--- src/rtl/melay_pattern_gen.sv ---
// Serial stimulus source for a 1010 Mealy detector: shifts a captured pattern out MSB-first,
// with optional repeats separated by idle gaps, plus a golden Mealy model of the emitted line.
module melay_pattern_gen #(
    parameter int MAX_LEN = 16,
    parameter int GAP     = 2,
    parameter int OVERLAP = 1
) (
    input  logic                           clk,
    input  logic                           rst,
    input  logic                           start,
    input  logic [MAX_LEN-1:0]             pattern,
    input  logic [$clog2(MAX_LEN+1)-1:0]   len,
    input  logic [3:0]                     repeat_cnt,
    output logic                           bit_out,
    output logic                           bit_valid,
    output logic                           busy,
    output logic                           done,
    output logic                           expect_hit
);

    localparam int LW = $clog2(MAX_LEN + 1);
    localparam int IW = (MAX_LEN > 1) ? $clog2(MAX_LEN) : 1;
    localparam int GW = (GAP > 1) ? $clog2(GAP) : 1;

    localparam logic [1:0] ST_IDLE  = 2'd0;
    localparam logic [1:0] ST_SHIFT = 2'd1;
    localparam logic [1:0] ST_GAP   = 2'd2;
    localparam logic [1:0] ST_FIN   = 2'd3;

    localparam logic [1:0] M_S0 = 2'd0;
    localparam logic [1:0] M_S1 = 2'd1;
    localparam logic [1:0] M_S2 = 2'd2;
    localparam logic [1:0] M_S3 = 2'd3;

    logic [1:0]         r_state;
    logic [MAX_LEN-1:0] r_pat;
    logic [LW-1:0]      r_len;
    logic [IW-1:0]      r_idx;
    logic [3:0]         r_copies;
    logic [GW-1:0]      r_gap;
    logic               r_bit_out;
    logic               r_bit_valid;
    logic               r_busy;
    logic               r_done;
    logic [1:0]         r_model;

    logic [LW-1:0]      w_len_c;
    logic [IW-1:0]      w_load_idx;
    logic [IW-1:0]      w_reload_idx;

    assign w_len_c      = (len > LW'(MAX_LEN)) ? LW'(MAX_LEN) : len;
    assign w_load_idx   = IW'(w_len_c - LW'(1));
    assign w_reload_idx = IW'(r_len - LW'(1));

    // Outputs are registered one edge behind the state; FIN therefore spans two cycles
    // (first edge raises done, second edge clears it and returns to IDLE).
    always_ff @(posedge clk or negedge rst) begin
        if (!rst) begin
            r_state     <= ST_IDLE;
            r_pat       <= '0;
            r_len       <= '0;
            r_idx       <= '0;
            r_copies    <= '0;
            r_gap       <= '0;
            r_bit_out   <= 1'b0;
            r_bit_valid <= 1'b0;
            r_busy      <= 1'b0;
            r_done      <= 1'b0;
        end else begin
            case (r_state)
                ST_IDLE: begin
                    r_bit_out   <= 1'b0;
                    r_bit_valid <= 1'b0;
                    r_busy      <= 1'b0;
                    r_done      <= 1'b0;
                    if (start) begin
                        r_pat    <= pattern;
                        r_len    <= w_len_c;
                        r_copies <= repeat_cnt;
                        r_idx    <= w_load_idx;
                        r_state  <= (w_len_c == '0) ? ST_FIN : ST_SHIFT;
                    end
                end
                ST_SHIFT: begin
                    r_bit_out   <= r_pat[r_idx];
                    r_bit_valid <= 1'b1;
                    r_busy      <= 1'b1;
                    if (r_idx == '0) begin
                        if (r_copies != '0) begin
                            r_copies <= r_copies - 4'd1;
                            if (GAP == 0) begin
                                r_idx <= w_reload_idx;
                            end else begin
                                r_gap   <= GW'(GAP - 1);
                                r_state <= ST_GAP;
                            end
                        end else begin
                            r_state <= ST_FIN;
                        end
                    end else begin
                        r_idx <= r_idx - IW'(1);
                    end
                end
                ST_GAP: begin
                    r_bit_out   <= 1'b0;
                    r_bit_valid <= 1'b0;
                    r_busy      <= 1'b1;
                    if (r_gap == '0) begin
                        r_idx   <= w_reload_idx;
                        r_state <= ST_SHIFT;
                    end else begin
                        r_gap <= r_gap - GW'(1);
                    end
                end
                default: begin
                    r_bit_out   <= 1'b0;
                    r_bit_valid <= 1'b0;
                    if (r_done) begin
                        r_done  <= 1'b0;
                        r_busy  <= 1'b0;
                        r_state <= ST_IDLE;
                    end else begin
                        r_done <= 1'b1;
                        r_busy <= 1'b1;
                    end
                end
            endcase
        end
    end

    // Golden detector consumes the line every clock, so history spans idle time and commands.
    always_ff @(posedge clk or negedge rst) begin
        if (!rst) begin
            r_model <= M_S0;
        end else begin
            case (r_model)
                M_S0:    r_model <= r_bit_out ? M_S1 : M_S0;
                M_S1:    r_model <= r_bit_out ? M_S1 : M_S2;
                M_S2:    r_model <= r_bit_out ? M_S3 : M_S0;
                default: r_model <= r_bit_out ? M_S1 : ((OVERLAP != 0) ? M_S2 : M_S0);
            endcase
        end
    end

    assign expect_hit = (r_model == M_S3) && !r_bit_out;
    assign bit_out    = r_bit_out;
    assign bit_valid  = r_bit_valid;
    assign busy       = r_busy;
    assign done       = r_done;

endmodule

--- config.mk ---
export PLATFORM = sky130hd
export DESIGN_NAME = melay_pattern_gen
export DESIGN_NICKNAME = d
export VERILOG_FILES = /design/src/rtl/melay_pattern_gen.sv
export SDC_FILE = /design/constraint.sdc
export NUM_CORES = 1
export LEC_CHECK = 0
export CAP_MARGIN = 20
export CORE_ASPECT_RATIO = 1.25
export CORE_UTILIZATION = 45
export CTS_BUF_LIST = sky130_fd_sc_hd__clkbuf_16
export DETAILED_ROUTE_END_ITERATION = 10
export GPL_ROUTABILITY_DRIVEN = 0
export PLACE_DENSITY = 0.7
export SLEW_MARGIN = 20
export SYNTH_ARGS = -nofsm -noshare
export SYNTH_HDL_FRONTEND = slang
export SYNTH_SLANG_ARGS = --single-unit
--- constraint.sdc ---
create_clock -name clk -period 5.5 [get_ports clk]
set_input_delay 1.1 -clock clk [delete_from_list [all_inputs] [get_ports clk]]
set_output_delay 1.1 -clock clk [all_outputs]
set_load 0.05 [all_outputs]
==> flow_summary_export.csv <==
group,metric,value,unit
clocking,clock_sinks,37,
clocking,hold_buffers,0,
yosys,ys_seq_area_share,48.40,%
final_layout,nets,225,
floorplan,coreArea,4066,um^2
sta,clock.fmax,352.2,MHz
clocking,htree_levels,2,
pwr,comb_power_share,4.9,%
pwr,power_density,238.1,nW/um^2
outcome,status,"finished, final reports clean",
yosys,synth_top_area_cell,"dfrtp_1",
drt,first_iter_violations,46,
pwr,leakagePower,1.132,nW
worst_setup_path,r2r_cells,7,
sta,fin_worst_skew,3.811,ps
worst_hold_path,worstHoldPathCells,0,
worst_setup_path,cp.arrival,1740,ps
clocking,numCtsBuffers,5,
worst_setup_path,cp_max_fo,5,
pwr,finalPower,0.5728,mW
clocking,cts_resized,0,
floorplan,die-area,4518,um^2
drt,wire_per_inst,15.02,um
sta,setup_viol,0,
yosys,yosys.cell_types.count,34,
global_routing,overflow,0,
placement,io_buffer_count,32,
yosys,yosys_warnings,0,
floorplan,die_h,74.90,um
worst_setup_path,crit_required,4400,ps
yosys,ys_top_cells_by_area,"dfrtp_1, mux2_2, ha_1",
sta,hold_violations,0,
clocking,clkSlewWorstSetupHoldPaths,50,ps
worst_setup_path,cp-start-kind,"flop",
global_routing,grt_pass1_wl,6.072,mm
yosys,synth_ff_type,"dfrtp_1",
yosys,syn_inst,160,
global_routing,antenna_found_initial,0,
pwr,seqPwrFrac,47.5,%
clocking,root_buffer,"clkbuf_16",
run,drv_cap,0,
sta,drv_slew,0,
worst_setup_path,crit_type,"reg2out",
final_layout,area_growth,25.77,%
drt,wl_met3,150,um
floorplan,initial_core_util,47.05,%
sta,slew-limit-headroom,44.04,%
drt,routed.top_layer,"met4",
floorplan,num_io_pins,33,
pwr,clkPwrFrac,47.5,%
pwr,power.internal,0.4565,mW
yosys,synth_fp_nets,195,
sta,worst_pin_slew,837.4,ps
yosys,synth_top_area_share,48.40,%
worst_setup_path,worstSetupEndpointType,"output port",
sta,rsz0062_at_grt,"no",
global_routing,track_usage,18.95,%
worst_hold_path,hold_class,"reg2reg",
placement,dp_hpwl,2.714,mm
floorplan,die_w,60.32,um
floorplan,rows,26,
clocking,worstSkewPairLatency,280,ps
drt,wl,3.711,mm
clocking,clockBufferDepth,2,
yosys,ys_seq_elements,37,
sta,period_share,51.62,%
drt,met1_length,1.467,mm
drt,num_vias,1333,
sta,final.setup.tns,0,ps
final_layout,n_fill_cell,340,
yosys,syn_area_per_cell,11.96,um^2
drt,final_antenna_net_count,0,
yosys,syn_area,1913,um^2
pwr,ir_worst_vdd,0.2006,mV
clocking,post_cts_buffers,0,
yosys,ys_async_sr_fraction,100.0,%
final_layout,drive_above_1_share,18.85,%
clocking,cts_tree,"yes",
global_routing,grt_start_max_net_pins,38,
global_routing,grt_pass1_vias,1333,
drt,vias_per_cell,5.397,
pwr,switching_share,20.31,%
drt,drc,0,
pwr,power_switching,0.1163,mW
sta,finalCriticalPeriod,2839,ps
drt,route.met2.wl,2.029,mm
drt,firstDrtPassIters,4,
final_layout,num_antenna_cells,0,
yosys,synth_edf_count,0,
-- cells in the final DEF, fill, tap and decap left out, types with 2 or more instances in the layout --
master,n
nor3_1,3
o21ai_0,7
xnor2_1,2
nand2_1,11
nand2b_1,4
inv_1,9
clkbuf_16,5
mux4_1,3
nor2_1,4
a21o_1,2
clkdlybuf4s50_1,32
dfrtp_1,37
a31oi_1,2
ha_1,7
nand3_1,3
a21oi_1,5
a22oi_1,6
nor4_1,2
mux2_2,24
mux2i_1,5
mux4_2,2
-- kinds of logic after synthesis --
group           share of synthesized area, %
flops                                  48.40
mux                                    23.22
simple gates                           9.222
compound gates                         9.417
buf+inv                                4.251
fa+ha+maj                              4.578
xor+xnor                              0.9158
-- final timing paths --
path	startpoint	to	slack (ps)
max in group asynchronous	rst	r_state[1]	3920
min in group asynchronous	rst	r_pat[6]	1250
worst max register to register	r_state[1]	r_idx[2]	3150
worst min-delay path	bit_out	r_model[0]	440
worst max-delay path	bit_out	expect_hit	2660
worst min register to register	bit_out	r_model[0]	440
-- layout make-up --
cell class              instances  area [um^2]  share of cell area (%)
multi-input cells             104        905.9                   37.65
well taps                      56        70.07                   2.912
repair buffers                 33        327.8                   13.62
clock inverters                 3        17.52                  0.7280
inverters                       9        33.78                   1.404
clock buffers                   5        125.1                   5.200
flip-flops and latches         37        925.9                   38.48
-- synthesized netlist by cell type, types with 2 or more instances --
library cell   n
xnor2_1        2
a21oi_1        5
a22oi_1        6
inv_1          9
mux2i_1        5
mux4_1         3
a31oi_1        2
a21o_1         2
ha_1           7
nor4_1         2
nand2_1       11
dfrtp_1       37
nor3_1         3
clkbuf_1       7
buf_2          2
o21ai_0        7
nor2_1         4
nand3_1        3
mux2_2        24
nand2b_1       4
mux4_2         2
-- critical path, cell delays in order, from the launching register on --
cell,delay (ps)
dfrtp_1,410
nor3b_1,220
clkdlybuf4s50_1,840
-- registers in the layout, summed over array words and instances, names as in the netlist --
signal,flops
done,1
busy,1
r_model,2
r_copies,4
r_gap,1
r_idx,4
bit_valid,1
r_len,4
r_state,2
r_pat,16
bit_out,1
-- power by group through the flow --
stage,logic [mW],registers [mW],clock network [mW]
floorplan,0.00196,0.277,0
global placement,0.0280,0.277,0
detailed placement,0.0286,0.277,0
CTS,0.0288,0.272,0.279
global route,0.0311,0.272,0.291
finish,0.0281,0.272,0.272
-- metrics by stage --
stage / cells / area, um^2 / worst slack, ps / util (%) / hold WS (ps)
3_3_place_gp: 239 / 2263 / 2747 / 55.66 / 427.3
6_report: 247 / 2406 / 2661 / 59.17 / 440.8
5_1_grt: 247 / 2406 / 2593 / 59.17 / 471.9
4_1_cts: 247 / 2406 / 2636 / 59.17 / 444.9
2_1_floorplan: 160 / 1913 / 2588 / - / 450.7
3_5_place_dp: 239 / 2263 / 2726 / 55.66 / 427.8
-- metal layers --
layer | vias up | GRT usage [%]
met5 | - | 0
met2 | 25 | 33.09
met1 | 659 | 21.28
li1 | 642 | -
met4 | 0 | 8.527
met3 | 7 | 5.155
Note: power is estimated with default switching activity, not from simulation.
